### src/rtl/fir_sample_feeder.sv
// Sample FIFO and pacing stage ahead of the FIR filter: presents one sample every PERIOD clocks.
// Optional macro FIR_FEEDER_ZERO_FILL_EN: on underrun, keep running on zero samples instead of re-priming.
module fir_sample_feeder #(
  parameter int unsigned DATA_W    = 8,
  parameter int unsigned DEPTH     = 16,
  parameter int unsigned PERIOD    = 20,
  parameter int unsigned PRIME_LVL = 4
) (
  input  logic                       clk,
  input  logic                       rst,
  input  logic signed [DATA_W-1:0]   in_data,
  input  logic                       in_valid,
  output logic                       in_ready,
  output logic signed [DATA_W-1:0]   out_sig,
  output logic                       out_run,
  output logic                       out_strobe,
  output logic [$clog2(DEPTH):0]     level,
  output logic                       underrun
);

  localparam int unsigned AW = $clog2(DEPTH);
  localparam int unsigned LW = AW + 1;
  localparam int unsigned CW = $clog2(PERIOD);

  typedef enum logic {IDLE, RUN} state_t;

  state_t                    state, state_nxt;
  logic [CW-1:0]             cnt, cnt_nxt;
  logic signed [DATA_W-1:0]  mem [DEPTH];
  logic [AW-1:0]             wr_ptr, rd_ptr;
  logic [LW-1:0]             level_nxt;
  logic signed [DATA_W-1:0]  sig_nxt;
  logic                      run_nxt, strobe_nxt, underrun_nxt;
  logic                      full, empty, primed, cnt_last;
  logic                      push, pop;

  assign full     = (level == LW'(DEPTH));
  assign empty    = (level == '0);
  assign primed   = (32'(level) >= PRIME_LVL);
  assign cnt_last = (cnt == CW'(PERIOD - 1));
  assign in_ready = !full;
  assign push     = in_valid && !full;

  always_comb begin
    state_nxt    = state;
    cnt_nxt      = cnt;
    sig_nxt      = out_sig;
    run_nxt      = out_run;
    strobe_nxt   = 1'b0;
    underrun_nxt = 1'b0;
    pop          = 1'b0;
    case (state)
      IDLE: begin
        cnt_nxt = '0;
        run_nxt = 1'b0;
        if (primed) begin
          pop        = 1'b1;
          sig_nxt    = mem[rd_ptr];
          strobe_nxt = 1'b1;
          run_nxt    = 1'b1;
          state_nxt  = RUN;
        end
      end
      RUN: begin
        if (cnt_last) begin
          cnt_nxt = '0;
          if (!empty) begin
            pop        = 1'b1;
            sig_nxt    = mem[rd_ptr];
            strobe_nxt = 1'b1;
          end else begin
            underrun_nxt = 1'b1;
`ifdef FIR_FEEDER_ZERO_FILL_EN
            sig_nxt    = '0;
            strobe_nxt = 1'b1;
`else
            run_nxt    = 1'b0;
            state_nxt  = IDLE;
`endif
          end
        end else begin
          cnt_nxt = cnt + 1'b1;
        end
      end
      default: state_nxt = IDLE;
    endcase
  end

  always_comb begin
    level_nxt = level;
    case ({push, pop})
      2'b10:   level_nxt = level + 1'b1;
      2'b01:   level_nxt = level - 1'b1;
      default: level_nxt = level;
    endcase
  end

  // Storage carries no reset; stale entries are unreachable once the pointers clear.
  always_ff @(posedge clk) begin
    if (push) mem[wr_ptr] <= in_data;
  end

  always_ff @(posedge clk) begin
    if (rst) begin
      state      <= IDLE;
      cnt        <= '0;
      wr_ptr     <= '0;
      rd_ptr     <= '0;
      level      <= '0;
      out_sig    <= '0;
      out_run    <= 1'b0;
      out_strobe <= 1'b0;
      underrun   <= 1'b0;
    end else begin
      state      <= state_nxt;
      cnt        <= cnt_nxt;
      level      <= level_nxt;
      out_sig    <= sig_nxt;
      out_run    <= run_nxt;
      out_strobe <= strobe_nxt;
      underrun   <= underrun_nxt;
      if (push) wr_ptr <= wr_ptr + 1'b1;
      if (pop)  rd_ptr <= rd_ptr + 1'b1;
    end
  end

endmodule
### config.mk
export PLATFORM = sky130hd
export DESIGN_NAME = fir_sample_feeder
export DESIGN_NICKNAME = d
export VERILOG_FILES = /design/src/rtl/fir_sample_feeder.sv
export SDC_FILE = /design/constraint.sdc
export NUM_CORES = 1
export LEC_CHECK = 0
export ABC_AREA = 1
export CORE_MARGIN = 1.5
export CORE_UTILIZATION = 35
export CTS_CLUSTER_DIAMETER = 30
export CTS_CLUSTER_SIZE = 16
export DETAILED_ROUTE_END_ITERATION = 10
export PLACE_DENSITY_LB_ADDON = 0.1
export SLEW_MARGIN = 20
export SYNTH_ARGS = -nofsm -noshare
export SYNTH_HDL_FRONTEND = slang
export SYNTH_SLANG_ARGS = --single-unit
### constraint.sdc
create_clock -name clk -period 6.65 [get_ports clk]
set_input_delay 1.33 -clock clk [delete_from_list [all_inputs] [get_ports clk]]
set_output_delay 1.33 -clock clk [all_outputs]
set_load 0.02 [all_outputs]
# [Word level (Yosys, flattened, before mapping)]
# Memories as Yosys holds them, arrays and structs flattened. A register that Yosys moved wholly into a read port is not among the register bits.
# Cells that the tools add are included.
[totals] latch_bits=0 memories=1 rom_bits=0 ramBits=128 register_bits=30
[mem_list] name="mem" words=16 width=8 read_ports=1 rd_ports_with_merged_regs=1 write_ports=1 line_no="29" rtl="logic signed [DATA_W-1:0] mem [DEPTH];"
[op_classes] div=0 addsub=5 magnitude_cmp=1 n_mul=0 n_mux=21 shift=0 bitwise=2 n_eq_ne=8 n_reduce_logical=7
[ops] cell="$mux 8" count=3
[ops] cell="$pmux 5 s2" count=2
[ops] cell="$pmux 8 s2" count=1
[ops] cell="$add 5x1->5 const B" count=2
[ops] cell="$eq 5x5->1 const B" count=2
[ops] cell="$mux 1" count=9
[ops] cell="$add 4x1->4 const B" count=2
[ops] cell="$mux 4" count=2
[ops] cell="$pmux 1 s2" count=3
[ops] cell="$ge 5x3->1 const B" count=1
[ops] cell="$logic_not 5->1" count=1
[ops] cell="$mux 5" count=1
[ops] cell="$sub 5x1->5 const B" count=1
[ops] cell="$ne 2x1->1 const B" count=2
[ops] cell="$ne 2x2->1 const B" count=2
[ops] cell="$reduce_and 3->1" count=1
[ops] cell="$reduce_or 3->1" count=1
[ops] cell="$eq 2x1->1 const B" count=1
[ops] cell="$eq 2x2->1 const B" count=1
[ops] cell="$not 1->1" count=2
[ops] cell="$reduce_and 2->1" count=1
[ops] cell="$reduce_bool 2->1" count=1
[ops] cell="$logic_and 1x1->1" count=1
[ops] cell="$logic_not 1->1" count=1

# [Logic depth before layout (Yosys ltp)]
# Gate-level depths: netlist of run 1.
[logic_depth] depth_word=6 mapped_depth=21 depth_no_buf=19

# [Worst setup path after synthesis of run 1]
# No wires, ideal clock.
[synth_timing] path_kind="input to register" start="in in_valid" end="reg level[4]" path_slack_ns=4.061 cell_stages=13 setup_ns=0.109 required_time_ns=6.541 arrival_time_ns=2.480 path_buffers=1 path_cell_list="nand2_4 ha_1 clkbuf_2 xor2_1 ha_1 inv_1 nand2_1 nand2_1 nand2_1 nand2_1 nand3_1 nand2_1 inv_1"
[synth_between] elab_chain_len=3
[synth_rtl] element="from (decl)" line_no="12" rtl="input logic in_valid,"
[synth_rtl] element="$logic_and 1x1->1 (*)" line_no="42" rtl="assign push = in_valid && !full;"
[synth_rtl] element="$eq 2x1->1 / $eq 2x2->1 (equally long branches)" line_no="91" rtl="case ({push, pop})"
[synth_rtl] element="$pmux 5 s2 / $reduce_bool 2->1 (equally long branches)"
[synth_rtl] element="to (signal assigned)" line_no="117" rtl="level <= level_nxt;"
[synth_rtl] element="to (decl)" line_no="17" rtl="output logic [$clog2(DEPTH):0] level,"
# Every way passes the cells marked *; elsewhere a longest branch is shown, timed or not.
# A chain may end at the register's enable or synchronous reset.

# [Final worst setup path of run 1]
[layout_timing] start="reg level[1]" end="out in_ready"
[layout_between] elab_chain_len=2
[layout_rtl] element="$eq 5x5->1" line_no="37" rtl="assign full = (level == LW'(DEPTH));"
[layout_rtl] element="$logic_not 1->1" line_no="41" rtl="assign in_ready = !full;"
[layout_rtl] element="to (decl)" line_no="13" rtl="output logic in_ready,"
# Every way passes these cells.

==> impl_metrics.py, run 1 <==
metrics = {
    "cells_and_area": {
        "multi_input_area_um2": 1800,
        "drive_above_1_share": 0.0811,
        "nFillCells": 1755,
        "antenna_cells": 0,
        "final-seq-area_um2": 4530,
        "area_growth_syn_to_layout_pct": 15.5,
        "nNetsFinal": 610,
    },
    "worst_setup_path": {
        "worst-path-buf-inv": 1,
        "crit_path_end_kind": "primary output",
        "path_delay_family": "buffers and inverters",
        "cp.arrival_ps": 1720,
        "criticalPathCategory": "reg -> out",
        "slowest_delay_ps": 610,
        "r2r_setup_slack_ps": 3960,
        "cp_slowest_cell": "clkdlybuf4s50_1",
        "crit_path_cell_trace": "nor2_2 > nand3_2 > clkdlybuf4s50_1",
        "reg2regPathDepth": 8,
        "crit_cells": 3,
        "cp_max_fo": 7,
        "crit_required_ps": 5320,
        "startpoint_type": "register",
    },
    "power_and_ir_drop": {
        "p_leak_nw": 2.60,
        "p_clk_frac": 0.314,
        "ir_worst_vdd_mv": 0.183,
        "p_sw_mw": 1.08,
        "internal_power_mw": 2.07,
        "power_density_nw_per_um2": 412,
        "swShare": 0.342,
        "p_seq_frac": 0.409,
        "power_frac_comb": 0.276,
    },
    "placed_design": {
        "port_buffers": 27,
        "dpl_worst_slack_ps": 3400,
        "gp_congestion": 0.784,
        "dpl.hpwl_um": 10300,
    },
    "clocking": {
        "cts_hold_buf": 0,
        "cts_tree": "yes",
        "htree_levels": 4,
        "cts-buffers-inserted": 17,
        "cts-resized-gates": 0,
        "clock-sinks": 162,
        "clk_pin_slew_ps": 60,
        "clk_latency_ps": 420,
        "cts-root-buf": "clkbuf_16",
        "cts_setup_buffers": 0,
        "clockBufferDepth": 2,
    },
    "synth": {
        "synth_top_area_frac": 0.582,
        "synth_seq_area_share": 0.685,
        "yosys.area.top_type": "edfxtp_1",
        "synth_fp_nets": 590,
        "yosysWarnings": 0,
        "synth_area_leaders": "edfxtp_1 (58%), dfxtp_1 (10%), nor2_1 (7.5%), o21ai_0 (5.2%), o211ai_1 (4.4%)",
        "synth.ff_latch_count": 162,
        "synthCells": 571,
        "synth.distinct_cells": 35,
        "syn_area_um2": 6610,
        "avgSynthCellArea_um2": 11.6,
    },
    "die": {
        "rows": 50,
        "ios": 28,
        "core_area_um2": 18600,
        "initial_utilization": 0.356,
        "dieArea_um2": 19700,
        "die_w_um": 140,
        "die_h_um": 140,
    },
    "sta": {
        "maxSlewHeadroom": 0.315,
        "hold_viol": 0,
        "max_freq_mhz": 328,
        "setup_slack_ps": 3600,
        "setup_viol_count_final": 0,
        "rsz0062_at_grt": "no",
        "finalCritPeriodShare": 0.459,
        "tightest_slew_ps": 1030,
        "final-max-slew-violation-count": 0,
        "tns_ps": 0,
        "skew_ps": 12.4,
        "finalCriticalPeriod_ps": 3050,
    },
    "drt": {
        "drc": 0,
        "viasPerCell": 4.94,
        "routed_wirelength_um": 15800,
        "via_count": 4136,
        "drt_pass1_iterations": 5,
        "ant_nets": 0,
        "wl_per_cell_um": 18.9,
        "drtIter0Drc": 380,
    },
    "global_route": {
        "antenna_found_initial": 0,
        "grt_pass1_wl_um": 24500,
        "grt_usage": 0.172,
        "grt_overflow": 0,
        "grt_pass1_vias": 4247,
        "grt_max_degree": 66,
    },
    "outcome": {
        "outcome": "finished clean",
    },
    "run": {
        "cap_violations": 0,
    },
    "worst_hold_path": {
        "whs_path_depth": 1,
        "hold_class": "reg -> reg",
    },
}
==> power groups by stage <==
stage          combinational [mW]  clock (mW)  sequential, mW
2_1_floorplan               0.611           0            1.29
3_3_place_gp                0.891           0            1.31
3_5_place_dp                0.888           0            1.31
4_1_cts                     0.892        1.01            1.29
5_1_grt                     0.979        1.06            1.30
6_report                    0.869       0.989            1.29
==> Yosys cell counts, drive strengths merged <==
cell / instances
a31oi: 1
a211oi: 1
xor2: 5
nor3: 3
o21a: 1
nand2: 28
ha: 8
buf: 13
edfxtp: 128
o211ai: 41
a21oi: 9
nor2: 135
clkinv: 1
nand4: 3
xnor2: 2
nand3: 31
o21ai: 77
nor4: 1
clkbuf: 14
inv: 35
dfxtp: 34
==> cell families (layout without fill, tap and decap cells) <==
| kind of cell | count (synthesis) | count (layout) | share of synthesized area |
|---|---|---|---|
| AOI/OAI and AO/OA | 130 | 130 | 0.116 |
| and+or+nand+nor | 201 | 201 | 0.131 |
| buffers and inverters | 63 | 96 | 0.0434 |
| adders and majority gates | 8 | 8 | 0.0152 |
| DFF | 162 | 162 | 0.685 |
| xor gates and xnor gates | 7 | 7 | 0.00928 |
==> final cells by class <==
class	instances	area share
inverter	36	0.0187
multi-input combinational	346	0.235
clock inverter	13	0.0211
sequential	162	0.593
timing repair buffer	28	0.0364
tap	234	0.0384
clock buffer	19	0.0567
==> final timing paths <==
check                                          endpoint                  start
worst max-delay path                           in_ready  level[1]$_SDFFE_PP0P_
worst min-delay path                  cnt[0]$_SDFF_PP0_      cnt[0]$_SDFF_PP0_
worst max register to register  out_sig[4]$_SDFFE_PP0P_               register
worst min register to register        cnt[0]$_SDFF_PP0_      cnt[0]$_SDFF_PP0_
==> registers in the layout, summed over array words and instances, names as in the netlist, named ones only <==
name	count
mem	128
out_sig	8
cnt	5
level	5
rd_ptr	4
wr_ptr	4
out_run	1
out_strobe	1
state	1
underrun	1
==> through the flow <==
| stage | total power [mW] | hold WS [ps] | cell area [µm²] | util | instances |
|---|---|---|---|---|---|
| 2_1_floorplan | 1.90 | 418 | 6610 | - | 571 |
| 6_report | 3.15 | 455 | 7630 | 0.411 | 838 |
| 4_1_cts | 3.19 | 450 | 7630 | 0.411 | 838 |
| 3_5_place_dp | 2.20 | 441 | 7040 | 0.379 | 806 |
| 3_3_place_gp | 2.20 | 434 | 7040 | 0.379 | 806 |
| 5_1_grt | 3.34 | 478 | 7630 | 0.411 | 838 |
==> layer usage <==
layer,up-vias,track usage,wire (µm)
li1,2065,-,-
met1,1988,0.224,7120
met2,74,0.281,7830
met3,9,0.0407,724
met4,0,0.0620,145
met5,-,0,0
==> layout by cell type, fill, tap and decap left out, types with 4 or more instances in the layout <==
master	count
clkbuf_16	17
clkdlybuf4s50_1	27
nand2_1	22
nand3_1	29
inv_1	32
a21oi_1	9
xor2_1	5
nand2_2	4
ha_1	8
edfxtp_1	128
o21ai_1	9
o21ai_0	68
o211ai_1	39
nor2_1	132
dfxtp_1	32
No activity file was read; power rests on OpenSTA's default activity.
==> run 2, diff against run 1 <==
- clock period: 6.65 -> 3.2 ns (I/O delays scaled with it)
==> impl_metrics.py, run 2 (synthesis results as in run 1) <==
metrics = {
    "drt": {
        "routed_wirelength_um": 15500,
        "ant_nets": 0,
        "viasPerCell": 5.06,
        "drt_pass1_iterations": 4,
        "wl_per_cell_um": 18.3,
        "via_count": 4291,
        "drc": 0,
        "drtIter0Drc": 339,
    },
    "sta": {
        "hold_viol": 0,
        "skew_ps": 9.46,
        "rsz0062_at_grt": "no",
        "tightest_slew_ps": 895,
        "tns_ps": 0,
        "hold_ws_ps": 450,
        "setup_viol_count_final": 0,
        "maxSlewHeadroom": 0.402,
        "finalCriticalPeriod_ps": 2460,
        "finalCritPeriodShare": 0.770,
        "final-max-slew-violation-count": 0,
        "max_freq_mhz": 406,
    },
    "die": {
        "die_w_um": 140,
        "core_area_um2": 18600,
        "dieArea_um2": 19700,
        "ios": 28,
        "rows": 50,
        "initial_utilization": 0.356,
        "die_h_um": 140,
    },
    "clocking": {
        "clockBufferDepth": 2,
        "clk_latency_ps": 420,
        "htree_levels": 4,
        "cts-root-buf": "clkbuf_16",
        "cts-resized-gates": 0,
        "cts_hold_buf": 0,
        "clock-sinks": 162,
        "cts-buffers-inserted": 17,
        "clk_pin_slew_ps": 60,
        "cts_tree": "yes",
        "cts_setup_buffers": 0,
    },
    "global_route": {
        "grt_max_degree": 65,
        "grt_overflow": 0,
        "grt_usage": 0.167,
        "grt_pass1_vias": 4230,
        "grt_pass1_wl_um": 24200,
        "antenna_found_initial": 0,
    },
    "worst_setup_path": {
        "cp_max_fo": 19,
        "crit_path_cell_trace": "ha_1 > nand2_1 > inv_1 > nand3_1 > nand2_2 > nand2_4 > inv_6 > ha_1 > xor2_1 > ha_1 > inv_1 > nand2_1 > nand2_1 > nand3_1 > nand3_1 > nand2_1 > inv_1",
        "crit_required_ps": 3530,
        "cp.arrival_ps": 2790,
        "criticalPathCategory": "reg -> reg",
        "slowest_delay_ps": 350,
        "crit_path_frequent_cell": "nand2_1",
        "worst-path-buf-inv": 4,
        "path_delay_family": "simple AND/OR/NAND/NOR gates",
        "cp_slowest_cell": "dfxtp_1",
        "crit_path_end_kind": "register",
        "startpoint_type": "register",
    },
    "cells_and_area": {
        "largest-register": "mem",
        "largest_reg_flops": 128,
        "final-seq-area_um2": 4530,
        "fin_area_um2": 7750,
        "antenna_cells": 0,
        "most-common-layout-cells": "nor2_1 (132), edfxtp_1 (128), o21ai_0 (68), o211ai_1 (39)",
        "drive_above_1_share": 0.0977,
        "area_growth_syn_to_layout_pct": 17.3,
        "nNetsFinal": 620,
        "multi_input_area_um2": 1800,
        "nFillCells": 1754,
        "layout_commonest_cell": "nor2_1",
        "largestRegisters": "mem: 128 flops, out_sig: 8 flops",
    },
    "power_and_ir_drop": {
        "power_density_nw_per_um2": 858,
        "p_leak_nw": 2.67,
        "ir_worst_vdd_mv": 0.412,
    },
    "run": {
        "cap_violations": 0,
    },
    "worst_hold_path": {
        "hold_class": "reg -> reg",
    },
    "placed_design": {
        "dpl.hpwl_um": 10200,
        "port_buffers": 27,
        "gp_congestion": 0.839,
        "placed_area_um2": 7120,
    },
    "outcome": {
        "outcome": "finished clean",
    },
}
## run 2: routing by layer
| layer | track usage | up-vias | part of all wire |
|---|---|---|---|
| li1 | - | 2090 | - |
| met1 | 0.230 | 2090 | 0.47 |
| met2 | 0.260 | 90 | 0.46 |
| met3 | 0.0332 | 21 | 0.043 |
| met4 | 0.0648 | 0 | 0.020 |
| met5 | 0 | - | 0 |
## run 2: cell type report
cell class / count / share of cell area
clock inverters: 9 / 0.0111
well taps: 234 / 0.0378
multi-input cells: 346 / 0.232
repair buffers: 38 / 0.0471
inverters: 36 / 0.0184
clock buffers: 23 / 0.0700
flip-flops and latches: 162 / 0.584
## run 2: path summary, 6_finish.rpt
kind / from / cells after the start / to / slack, ps
worst min-delay path: rd_ptr[3]$_SDFFE_PP0P_ / 1 / register / 450
worst min register to register: rd_ptr[3]$_SDFFE_PP0P_ / 1 / register / 450
worst max register to register: cnt[0]$_SDFF_PP0_ / 17 / level[4]$_SDFFE_PP0P_ / 740
worst max-delay path: cnt[0]$_SDFF_PP0_ / 17 / level[4]$_SDFFE_PP0P_ / 740
## run 2: per-stage QoR
| step | power, mW | setup WS (ps) | utilization | cells |
|---|---|---|---|---|
| 2_1_floorplan | 3.95 | 933 | - | 571 |
| 3_3_place_gp | 4.61 | 726 | 0.383 | 816 |
| 3_5_place_dp | 4.61 | 680 | 0.383 | 816 |
| 4_1_cts | 6.73 | 735 | 0.417 | 848 |
| 5_1_grt | 7.04 | 470 | 0.417 | 848 |
| 6_report | 6.66 | 736 | 0.417 | 848 |
## run 2: where the power goes
part	leakage [nW]	total, mW	switching [mW]	internal (mW)
combinational	0.941	1.93	1.25	0.672
sequential	1.44	2.62	0.176	2.44
clock	0.296	2.11	0.832	1.28
total	2.67	6.66	2.26	4.39
